### src/rtl/and_arbiter.sv
// Round-robin arbiter in front of a shared bitwise-AND unit.
// One operation per three cycles: IDLE (arbitrate) -> GRANT -> DONE.
module and_arbiter #(
    parameter int unsigned N_REQ = 4,
    parameter int unsigned WIDTH = 8
) (
    input  logic                   clk,
    input  logic                   rst,
    input  logic [N_REQ-1:0]       req,
    input  logic [N_REQ*WIDTH-1:0] op_a,
    input  logic [N_REQ*WIDTH-1:0] op_b,
    output logic [N_REQ-1:0]       gnt,
    output logic [WIDTH-1:0]       res,
    output logic                   res_valid,
    output logic [1:0]             res_id,
    output logic                   busy
);

    localparam int unsigned IDX_W = 2;

    typedef enum logic [1:0] {
        IDLE  = 2'd0,
        GRANT = 2'd1,
        DONE  = 2'd2
    } state_t;

    state_t           state;
    state_t           state_nxt;
    logic [IDX_W-1:0] ptr;
    logic [IDX_W-1:0] ptr_nxt;
    logic [IDX_W-1:0] win;
    logic [IDX_W-1:0] win_nxt;
    logic [WIDTH-1:0] a_q;
    logic [WIDTH-1:0] b_q;
    logic [WIDTH-1:0] a_nxt;
    logic [WIDTH-1:0] b_nxt;

    logic [N_REQ-1:0] gnt_nxt;
    logic [WIDTH-1:0] res_nxt;
    logic             res_valid_nxt;
    logic [1:0]       res_id_nxt;
    logic             busy_nxt;

    logic             found;
    logic [IDX_W-1:0] idx;
    logic [IDX_W-1:0] win_c;
    logic [WIDTH-1:0] a_sel;
    logic [WIDTH-1:0] b_sel;

    // Round-robin search starting at ptr; index arithmetic wraps modulo 4.
    always_comb begin
        found = 1'b0;
        idx   = '0;
        win_c = '0;
        for (int unsigned i = 0; i < N_REQ; i++) begin
            idx = ptr + IDX_W'(i);
            if (!found && req[idx]) begin
                found = 1'b1;
                win_c = idx;
            end
        end
    end

    // Operand mux for the winner.
    always_comb begin
        a_sel = '0;
        b_sel = '0;
        for (int unsigned j = 0; j < N_REQ; j++) begin
            if (win_c == IDX_W'(j)) begin
                a_sel = op_a[j*WIDTH +: WIDTH];
                b_sel = op_b[j*WIDTH +: WIDTH];
            end
        end
    end

    // Next-state and next-output logic.
    always_comb begin
        state_nxt     = state;
        ptr_nxt       = ptr;
        win_nxt       = win;
        a_nxt         = a_q;
        b_nxt         = b_q;
        gnt_nxt       = '0;
        res_nxt       = res;
        res_valid_nxt = 1'b0;
        res_id_nxt    = res_id;
        case (state)
            IDLE: begin
                if (found) begin
                    state_nxt = GRANT;
                    ptr_nxt   = win_c + IDX_W'(1);
                    win_nxt   = win_c;
                    a_nxt     = a_sel;
                    b_nxt     = b_sel;
                    gnt_nxt   = N_REQ'(1) << win_c;
                end
            end
            GRANT: begin
                state_nxt     = DONE;
                res_nxt       = a_q & b_q;
                res_valid_nxt = 1'b1;
                res_id_nxt    = win;
            end
            DONE: begin
                state_nxt = IDLE;
            end
            default: begin
                state_nxt = IDLE;
            end
        endcase
        busy_nxt = (state_nxt != IDLE);
    end

    always_ff @(posedge clk) begin
        if (rst) begin
            state     <= IDLE;
            ptr       <= '0;
            win       <= '0;
            a_q       <= '0;
            b_q       <= '0;
            gnt       <= '0;
            res       <= '0;
            res_valid <= 1'b0;
            res_id    <= '0;
            busy      <= 1'b0;
        end else begin
            state     <= state_nxt;
            ptr       <= ptr_nxt;
            win       <= win_nxt;
            a_q       <= a_nxt;
            b_q       <= b_nxt;
            gnt       <= gnt_nxt;
            res       <= res_nxt;
            res_valid <= res_valid_nxt;
            res_id    <= res_id_nxt;
            busy      <= busy_nxt;
        end
    end

endmodule

### config.mk
export PLATFORM = sky130hd
export DESIGN_NAME = and_arbiter
export DESIGN_NICKNAME = d
export VERILOG_FILES = /design/src/rtl/and_arbiter.sv
export SDC_FILE = /design/constraint.sdc
export NUM_CORES = 1
export LEC_CHECK = 0
export CORE_AREA = 2 2 56 68
export DETAILED_ROUTE_END_ITERATION = 8
export DIE_AREA = 0 0 58 70
export DONT_BUFFER_PORTS = 1
export PLACE_DENSITY = 0.74
export SLEW_MARGIN = 25
export SYNTH_ARGS = -nofsm -noshare
export SYNTH_HDL_FRONTEND = slang
export SYNTH_SLANG_ARGS = --single-unit
export TNS_END_PERCENT = 5
### constraint.sdc
create_clock -name clk -period 2.6 [get_ports clk]
set_clock_uncertainty 0.05 [all_clocks]
set_input_delay 0.52 -clock clk [delete_from_list [all_inputs] [get_ports clk]]
set_output_delay 0.52 -clock clk [all_outputs]
set_load 0.01 [all_outputs]
After elaboration in Yosys (flattened, before gate mapping)
Index checks and enable logic that the tools add are counted.

operators by class
  add/sub/neg operators = 4
  order comparisons = 4
  equal/unequal tests = 4
  shifts and indexed selects = 1
  mux-type cells = 27
  bitwise operators = 3
  reductions and logical operators = 11

operator list
  cell                   count
  $mux W8                8
  $lt A2 B3 Y1 const B   4
  $mux W2                5
  $mux W1                9
  $and A8 B8 Y8          1
  $bmux W1 S2            4
  $add A2 B1 Y2 const B  2
  $add A2 B2 Y2 const B  2
  $eq A2 B1 Y1 const B   2
  $eq A2 B2 Y1 const B   2
  $logic_not A2 Y1       2
  $pmux W2 S2            1
  $shl A1 B2 Y4 const A  1
  $logic_and A1 B1 Y1    3
  $logic_not A1 Y1       3
  $reduce_or A3 Y1       1
  $not A1 Y1             2
  $reduce_and A2 Y1      1
  $reduce_bool A2 Y1     1

storage, ports and cells
  register bits after elaboration = 38
  output and inout bits = 16

Logic depth before layout (Yosys ltp)
  word-level depth = 17
  depth in mapped cells = 11
  depth with buffers taken out = 9

Worst setup path after synthesis
No wires, ideal clock.

  kind = input port to flip-flop
  from = in req[0]
  to = reg a_q[3]
  library setup time = 0.078 ns
  arrival time = 2.257 ns
  data required time = 2.472 ns
  path slack = 0.215 ns
  cell stages on the path = 9
  cell sequence = nor2b_1 > or3b_4 > a21oi_4 > inv_1 > ha_1 > clkbuf_1 > a221oi_1 > a211oi_2 > nor3_1

between the ends
  longest elaborated chain between the ends = 17
  elaborated cells between the ends (all ways) = 31
  those cells by class = 3 x eq/ne; 20 x mux; 8 x reduce/logical

ends and longest elaborated chain
  item                           RTL line  RTL
  start, declared                9         input logic [N_REQ-1:0] req,
  $bmux W1 S2                    57        if (!found && req[idx]) begin
  $mux W1 (implied by the code)  57
  $mux W1                        57
  $logic_not A1 Y1               57
  $logic_and A1 B1 Y1            57
  $mux W1                        57
  $logic_not A1 Y1               57
  $logic_and A1 B1 Y1            57
  $mux W1                        57
  $logic_not A1 Y1               57
  $logic_and A1 B1 Y1            57
  $mux W2 *                      57
  named net win_c[0]             46        logic [IDX_W-1:0] win_c;
  $logic_not A2 Y1               69        if (win_c == IDX_W'(j)) begin
  $mux W8 (3 in series)          69
  $mux W8 *                      69
  end signal, assigned           130       a_q <= a_nxt;
  end, declared                  33        logic [WIDTH-1:0] a_q;

The timed path passes the listed nets; every way through them passes the cells marked *. The select of a mux whose other input is x is not followed.
A chain may end at the register's enable or synchronous reset.

Final worst setup path
  from = reg ptr[0]
  to = reg a_q[0]

between the ends
  longest elaborated chain between the ends = 17
  elaborated cells between the ends (all ways) = 34
  those cells by class = 3 x add/sub; 3 x eq/ne; 20 x mux; 8 x reduce/logical

ends and longest elaborated chain
  item                                                                    RTL line  RTL
  start, declared                                                         29        logic [IDX_W-1:0] ptr;
  start signal, assigned                                                  128       ptr <= ptr_nxt;
  parallel branches: the longest is 11 deep, another holds $add A2 B1 Y2  -
  $mux W2 *                                                               57
  named net win_c[0]                                                      46
  $logic_not A2 Y1                                                        69
  $mux W8 (3 in series)                                                   69
  $mux W8 *                                                               69

Mark *: on every way through the listed nets, which the timed path passes. The select of a mux whose other input is x is not followed.

==> results.yml <==
place:
  port_buffers: 0
  post-dp-hpwl_mm: 3.24
  gp_congestion: 0.775
die:
  fp.coreArea_mm2: 0.00348
  rows: 24
  die_h_um: 70
  dieWidth_um: 58
  io_pins: 86
  dieArea_mm2: 0.00406
  start_util: 0.567
worst_setup_path:
  worstPathArrival_ns: 2.47
  criticalPathCategory: "reg2reg"
  cpPeakStageDelay_ns: 0.36
  path_buf_inv: 2
  slowest_stage: "dfxtp_1"
  cp_top_family: "compound AO/OA/AOI/OAI gates"
  cp.required_ns: 2.73
  startpoint_type: "flop"
  path_max_fanout: 24
  end_kind: "flop"
  cp_cell_sequence: "and2b_2, nand3b_1, a21oi_4, inv_1, ha_1, buf_12, a21oi_1, a221oi_1, a211oi_1, nor3_1"
synth:
  synth_seq_area_share: 0.375
  synth_edf_count: 0
  syn_area_per_cell_um2: 8.23
  async_reset_ff_frac: 0
  synth_area_mm2: 0.00197
  post_synth_inst_count: 240
  yosysWarnings: 0
  ys_types: 37
  ys_seq_elements: 37
  synth_nets: 314
  ys.flop_type: "dfxtp_1"
drt:
  via_per_inst: 6.20
  wirelength_mm: 4.41
  antenna_left: 0
  wl_per_cell_um: 16.0
  firstDrtPassIters: 4
  vias: 1705
  drc: 0
  drt_iter0_drc: 53
sta:
  setup_viol: 0
  timing.hold.ws_ns: 0.240
  worstMarginPinSlew_ns: 0.759
  fmax_ghz: 0.428
  rsz0062_at_grt: "no"
  period_needed_ns: 2.34
  finalCritPeriodShare: 0.900
  finalHoldViolCount: 0
  tns_ns: 0
  max_slew_margin: 0.494
  drv_slew: 0
clocking:
  postCtsSetupRepairBufs: 0
  clockBufferDepth: 2
  clk_pin_slew_worst_paths_ns: 0.08
  cts_sinks: 37
  cts_root_buf: "clkbuf_8"
  cts.hold.buffers_added: 0
  cts_buffers: 5
  cts_max_level: 2
  cts_resized: 0
  clk_latency_ns: 0.29
  cts_tree: "built"
grt:
  grt_pass1_wl_mm: 7.11
  grt_max_degree: 38
  grt.total_usage: 0.222
  use_met2: 0.330
  grtUsageMet1: 0.305
  first_global_vias: 1566
  overflow: 0
  grt.met3_usage: 0.0556
  antenna_found_initial: 0
  busiest_layer: "met2"
pwr:
  power.switching_mw: 0.548
  pwr-share-clk: 0.290
  cellPowerDensity_mw_per_mm2: 804
  p_seq_frac: 0.400
  p_comb_frac: 0.310
  p_sw_frac: 0.319
  peakVddDrop_v: 0.000565
  leakagePower_nw: 0.792
  power.internal_mw: 1.17
min_path:
  min_path_type: "in2reg"
final_layout:
  n_fill_cell: 321
  fin_util: 0.614
  area_delta_synth_final_pct: 8.30
  n_antenna_cell: 0
  drive_gt1_frac: 0.136
  fin_nets: 309
job:
  maxCapViolations: 0
outcome:
  status: "completed"
per-layer routing:
layer / routed length, µm / part of all wire
met1: 2010 / 0.45
met2: 2010 / 0.46
met3: 332 / 0.075
met4: 63 / 0.014
met5: 0 / 0
metrics by stage:
step           total power [mW]  cells  cell area (µm²)  setup WS, ns
2_1_floorplan              1.12    240             1970         0.215
4_1_cts                    1.73    275             2140         0.269
3_3_place_gp               1.22    267             2020         0.102
6_report                   1.72    275             2140         0.261
3_5_place_dp               1.23    267             2020        0.0540
5_1_grt                    1.81    275             2140        0.0796
power by group through the flow:
stage	Clock (mW)	Sequential, mW	Combinational (mW)
after floorplan	0	0.687	0.430
after global placement	0	0.699	0.524
after detailed placement	0	0.701	0.532
after CTS	0.503	0.688	0.535
after global routing	0.526	0.695	0.591
final	0.499	0.687	0.534
cells by family (layout without fill, tap and decap cells):
family | Yosys count | count (layout) | synth area share
AND/OR/NAND/NOR | 90 | 90 | 0.248
AO/OA/AOI/OAI | 70 | 70 | 0.263
buffers and inverters | 39 | 35 | 0.0887
flip-flops | 37 | 37 | 0.375
adder cells (fa/ha/maj) | 4 | 4 | 0.0253
sequential cells by signal, summed over array words and instances, names as in the netlist:
signal / count
state: 1
ptr: 2
gnt: 4
busy: 1
res: 8
b_q: 8
res_valid: 1
win: 2
a_q: 8
res_id: 2
Yosys cell counts (2+ instances only):
cell type	number	area, µm²
ha_1	4	50.1
a211oi_2	2	25.0
a21oi_2	2	17.5
a21oi_1	27	135
nor3_1	16	80.1
a221oi_1	16	140
clkbuf_1	11	41.3
nor3_2	2	20.0
buf_2	5	25.0
nand3b_1	17	128
nor2b_1	2	12.5
dfxtp_1	37	741
inv_1	17	63.8
a211oi_1	16	120
nand3_1	8	40.0
nand2_1	13	48.8
buf_6	2	22.5
nand2b_1	2	12.5
nor2_1	23	86.3
final timing paths:
| kind | to | depth (start not counted) | slack (ns) | startpoint |
|---|---|---|---|---|
| worst max register to register | a_q[0] | 10 | 0.26 | ptr[0] |
| worst max-delay path | a_q[0] | 10 | 0.26 | ptr[0] |
| worst min register to register | res_id[1] | 2 | 0.40 | win[1] |
| worst min-delay path | gnt[0] | 1 | 0.24 | rst |
placed cells by master, fill, tap and decap left out:
master      synthesis  final
nor2b_1             2      2
nor3_2              2      2
dfxtp_1            37     37
a211oi_2            2      2
nor3_1             16     16
a21o_2              1      1
o21ai_0             1      1
ha_1                4      4
or3b_4              1      1
nor2_1             23     23
clkinv_4            0      1
a21boi_1            1      1
nand2_1            13     13
buf_4               1      6
a21oi_4             1      1
inv_1              17     17
a21oi_2             2      2
a21oi_1            27     27
nor4_1              1      1
bufinv_16           0      1
nand2b_1            2      2
nand3_1             8      8
nor3b_1             1      1
a221oi_1           16     16
a211o_1             1      1
nor2_2              1      1
and2b_2             1      1
clkbuf_8            0      5
nor4_2              1      1
a21o_1              1      1
o32ai_4             1      1
buf_12              0      3
inv_4               1      1
nand3b_1           17     17
clkinvlp_4          0      1
nand2b_2            1      1
a211oi_1           16     16
area by class of cell:
class / instances / area (µm²) / share of cell area
clock buffer: 5 / 68.8 / 0.0322
clock inverter: 3 / 46.3 / 0.0217
inverter: 18 / 70.1 / 0.0328
multi-input combinational: 164 / 1060 / 0.495
sequential: 37 / 741 / 0.346
tap: 39 / 48.8 / 0.0228
timing repair buffer: 9 / 105 / 0.0492
(Power assumes the default switching activity.)
==> patch 1 (same flow settings) <==
The parameter `WIDTH` goes from 8 to 12.
--- a/src/rtl/and_arbiter.sv
+++ b/src/rtl/and_arbiter.sv
@@ -3,5 +3,5 @@
 module and_arbiter #(
     parameter int unsigned N_REQ = 4,
-    parameter int unsigned WIDTH = 8
+    parameter int unsigned WIDTH = 12
 ) (
     input  logic                   clk,
Interface: changed (resized op_a, op_b and res); port bits go from 86 to 122. The function was not compared with the original's and may differ.
==> patch 1 against the original RTL <==
Die area is the same. First-iteration DRC count grew to 2.9 times the old value. Total power grew 27%. Worst setup slack lost 0.13 ns. Critical endpoint is now a_q[4]$_SDFFE_PP0N_. Routed wire length grew 42%. Sequential cell count grew 12. Cell area grew 32%. Synthesized area grew 34%.
==> patch 1: results (changes against the original RTL) <==
outcome complete, no violations; initial DRC count 153 (+190%); gpl congestion 0.845 (+9.1%); Commonest cells post-synth dfxtp_1 (49), a21oi_1 (42), nor2_1 (30); H-Tree Depth 2 (unchanged); clock latency on the worst-skew pair approximately 0.30 ns; Fillers 237 (-26%); Slew Limit Headroom 58.6% (+9.2 points); Post-Synthesis Net Count 409 (+30%); total CTS buffers 5 (unchanged); pin count of the biggest net entering global routing 49 (+29%); DR pass1 iterations 4 (unchanged); clk slew on worst S/H paths ~0.090 ns; Routed WL per cell 18.7 um (+17%); # nets final 401 (+30%); delay of the slowest cell on the worst path 0.50 ns (+0.14 ns); global-route wire length before repair 9870 um (+39%); Placed Cells 327 (+22%); n_diodes 0 (unchanged); leakage power 1.10 nW (+38%); FFs w/ async S/R, synth 0% (unchanged); worst-case vdd ir drop 0.755 mV (+34%); Top Registers a_q (12), b_q (12), res (12); hpwl dp 4410 um (+36%); Hold Crit Class input port to flip-flop; crit-path max FO 23 (-4.2%); Psw 702 uW (+28%); CP max-delay cell nor2b_4; post-synth cell types 35 (-5.4%); initial antenna violation count 0 (unchanged); Worst Path Arrival 2.65 ns (+0.18 ns); Via density 6.86 (+11%); Global Route Usage Sum 31.2% (+9.0 points); synthesis warning total 0 (unchanged); placed cell area 0.00268 mm^2 (+32%); CP top delay family simple AND/OR/NAND/NOR gates; ranking of synthesized cells by area dfxtp_1 (37%), a221oi_2 (9.1%), a221o_1 (8.7%); Place WS -0.241 ns (-0.295 ns); vias in the first global route 1981 (+27%); Clock Root Buffer clkbuf_8; IO buf count 0 (unchanged); layout cells sized above 1 20.9% (+7.4 points); register area share after synthesis 37.2% (-0.32 points); final wirelength 6260 um (+42%); average size of a mapped cell 8.70 um^2 (+5.8%); CTS max path bufs 2 (unchanged)
==> patch 1: repair_timing <==
action	in CTS	in global routing
cloned	0	0
setup endpoints to repair	23	2
pin swaps	0	1
hold buffers	0	0
gates resized for setup	1	2
setup buffers	0	0
==> patch 1: path summary, 6_finish.rpt <==
kind                            end  slack (ns)                 from  cells past startpoint
max reg2reg     a_q[4]$_SDFFE_PP0N_        0.13  ptr[1]$_SDFFE_PP0N_                      8
max             a_q[4]$_SDFFE_PP0N_        0.13  ptr[1]$_SDFFE_PP0N_                      8
min             ptr[0]$_SDFFE_PP0N_        0.22                  rst                      1
min reg2reg  res_id[1]$_SDFFE_PP0P_        0.40  win[1]$_SDFFE_PP0N_                      2
==> patch 1: worst reg2reg max path, cell delays in order (launching register included) <==
cell and delay [ns]:
dfxtp_1 0.37, or3b_2 0.48, o221ai_1 0.11, buf_4 0.16, ha_1 0.18, nor2b_4 0.50, a221o_1 0.31, a221oi_2 0.08
nor3_1 0.17
==> patch 1: per-stage QoR <==
step | power (mW) | TNS, ns | hold WS (ns)
finish | 2.18 | 0 | 0.222
global route | 2.30 | 0 | 0.208
CTS | 2.17 | 0 | 0.218
detailed placement | 1.61 | -4.49 | 0.396
global placement | 1.59 | -2.52 | 0.378
floorplan | 1.48 | 0 | 0.377
==> patch 1: kinds of logic (layout without fill, tap and decap cells) <==
| kind of cell | after synthesis | after routing | share of synthesized area [%] |
|---|---|---|---|
| AOI/OAI and AO/OA | 97 | 97 | 30.8 |
| adders and majority gates | 4 | 4 | 1.90 |
| buffers and inverters | 55 | 48 | 9.01 |
| DFF | 49 | 49 | 37.2 |
| muxes | 1 | 1 | 0.380 |
| and+or+nand+nor | 97 | 97 | 20.7 |
==> patch 1: power by group through the flow <==
stage | logic (mW) | clock network (mW) | registers (mW)
2_1_floorplan | 0.580 | 0 | 0.903
3_3_place_gp | 0.677 | 0 | 0.916
3_5_place_dp | 0.691 | 0 | 0.920
4_1_cts | 0.699 | 0.564 | 0.902
5_1_grt | 0.787 | 0.601 | 0.913
6_report | 0.713 | 0.560 | 0.903
==> patch 1: routing by layer <==
layer / up-vias / track usage (%) / wire (um)
met3: 5 / 5.37 / 623
li1: 1086 / - / -
met1: 1053 / 46.3 / 2620
met5: - / 0 / 0
met2: 153 / 45.7 / 2950
met4: 0 / 10.1 / 61
==> patch 1: final cells by class <==
type	count	area, um^2	share of cell area (%)
Multi-Input combinational cell	199	1440	51.2
Sequential cell	49	981	34.9
Timing Repair Buffer	13	123	4.36
Inverter	27	101	3.60
Clock buffer	6	82.6	2.94
Tap cell	39	48.8	1.73
Clock inverter	2	37.5	1.33
==> patch 2 (same settings) <==
Without the edit above. Make the reset (`rst`) asynchronous in one clocked block.
--- a/src/rtl/and_arbiter.sv
+++ b/src/rtl/and_arbiter.sv
@@ -112,5 +112,5 @@
     end
 
-    always_ff @(posedge clk) begin
+    always_ff @(posedge clk or posedge rst) begin
         if (rst) begin
             state     <= IDLE;
Check against the original RTL: differs if rst is asserted again (counterexample within 4 cycles, from zero or initial values and one cycle with rst high); with rst held inactive, the same outputs for 10 cycles.
==> patch 2 against the original RTL <==
Core utilization grew 3.3 points. Routed wire length increased by 8.3%. Worst hold slack got worse by 0.075 ns. Global-route usage rose by 2.0 points. Sequential cell count unchanged. Worst setup slack got worse by 0.085 ns. Cell area increased by 5.3%. Synthesized area grew 7.2%. Largest cell class unchanged. Highest routed layer unchanged.
Power is not compared: it rests on default switching activity, and its combinational part moved more than twofold at a synthesized area within 25%.
==> patch 2: results (changes against the original RTL) <==
outcome complete, no violations; n_diodes 0 (unchanged); metal3 WL 507 um (+53%); gpl congestion 0.779 (+0.56%); Place WS 0.0488 ns (-0.00520 ns); R2R cell count 7 (-3); Reg2Reg Capture Point a_q[1]$_DFFE_PP0P_; met2 wire length 2150 um (+7.0%); Hold WS 0.164 ns (-0.0755 ns); IO buf count 0 (unchanged); Top Registers a_q (8), b_q (8), res (8); Worst Path Arrival 2.58 ns (+0.11 ns); Routed WL per cell 17.8 um (+11%); global-route wire length before repair 7510 um (+5.7%); final wirelength 4780 um (+8.3%); Clock Root Buffer clkbuf_8; clk slew on worst S/H paths roughly 0.07 ns; CTS max path bufs 2 (unchanged); reg2reg start ptr[1]$_DFFE_PP0P_; initial antenna violation count 0 (unchanged); Post-Synthesis Net Count 309 (-1.6%); Placed Cells 261 (-2.2%); clock latency on the worst-skew pair 0.29 ns (about the same); leakage power slightly below 1 nW; Post-Route M1 WL 2030 um (+1.3%); # nets final 303 (-1.9%); FMAX 0.413 GHz (-3.5%); initial DRC count 74 (+40%); Fillers 287 (-11%); Slew @ Worst Pin 0.630 ns (-0.129 ns); total CTS buffers 5 (unchanged); Cells after Synth 235 (-2.1%); pin count of the biggest net entering global routing 38 (unchanged); layout cells sized above 1 9.57% (-4.0 points); top layer used by detailed routing met4; vias in the first global route 1649 (+5.3%); worst-case vdd ir drop 0.914 mV; Resize count post-CTS 0 (unchanged); FFs w/ async S/R, synth 100% (+100 points); Commonest cells post-synth dfrtp_1 (37), a21oi_1 (34), nand2_1 (33); H-Tree Depth 2 (unchanged); placed cell area 0.00214 mm^2 (+5.6%); Hold Crit Class input port to asynchronous set/reset pin; Global Route Usage Sum 24.3% (+2.0 points); hpwl dp 3510 um (+8.5%); DR pass1 iterations 4 (unchanged); post-synth cell types 32 (-14%); synthesis warning total 0 (unchanged); ranking of synthesized cells by area dfrtp_1 (44%), a21oi_1 (8.0%), a221o_1 (7.6%); crit-path max FO 17 (-29%); FF-to-FF setup slack 0.18 ns (-0.08 ns); register area share after synthesis 43.7% (+6.2 points); top_reg_cell synth dfrtp_1; Setup Buffers After CTS 0 (unchanged); DR vias 1750 (+2.6%)
patch 2: changes by cell type in the layout (fill, tap and decap cells not counted), moves of 8 or more:
cell and delta:
a211oi_1 -16, a221oi_1 -16, dfrtp_1 +37, nor2_1 -19, a221o_1 +16, nor3_1 -16, o21ai_0 +9, nand2_1 +20
a31oi_1 +16, nand3_1 -8, dfxtp_1 -37
patch 2: worst max path at each step:
| stage | start | cells after the start | endpoint |
|---|---|---|---|
| global route | ptr[0]$_DFFE_PP0P_ | 7 | a_q[4]$_DFFE_PP0P_ |
| floorplan | req[2] | 8 | a_q[5]$_DFFE_PP0P_ |
| detailed placement | req[1] | 6 | a_q[4]$_DFFE_PP0P_ |
| finish | ptr[1]$_DFFE_PP0P_ | 7 | a_q[1]$_DFFE_PP0P_ |
| global placement | req[1] | 6 | a_q[4]$_DFFE_PP0P_ |
| CTS | ptr[1]$_DFFE_PP0P_ | 7 | a_q[4]$_DFFE_PP0P_ |
patch 2: cells by family (layout without fill, tap and decap cells):
family / Yosys count / after routing / share of synthesized area [%]
DFF: 37 / 37 / 43.7
adders and majority gates: 4 / 4 / 2.36
and+or+nand+nor: 71 / 71 / 19.0
AOI/OAI and AO/OA: 81 / 81 / 24.7
muxes: 3 / 3 / 1.77
buffers and inverters: 39 / 34 / 8.45
patch 2: cell type report:
class | count | area, um^2 | share of cell area [%]
Multi-Input combinational cell | 159 | 1010 | 44.9
Sequential cell | 37 | 926 | 41.1
Clock buffer | 7 | 86.3 | 3.83
Timing Repair Buffer | 7 | 77.6 | 3.44
Inverter | 19 | 71.3 | 3.17
Tap cell | 39 | 48.8 | 2.17
Clock inverter | 1 | 30.0 | 1.33
patch 2: worst max-delay path, cell delays in order, from the launching register on:
cell      delay (ns)
dfrtp_1         0.44
nand2_1         0.09
a311oi_1        0.34
or2_2           0.19
ha_1            0.56
nand3b_1        0.16
a221o_1         0.32
a31oi_1         0.19
patch 2: routing by layer:
layer  global-route usage (%)  vias up
met5                        0        -
met4                     7.75        0
met3                     5.74       10
met2                     36.7      101
met1                     34.3      813
li1                         -      826
patch 2: report_power, final:
part,internal [mW],switching [mW],total [mW]
sequential,0.856,0.205,1.06
combinational,0.646,0.775,1.42
clock,0.312,0.196,0.508
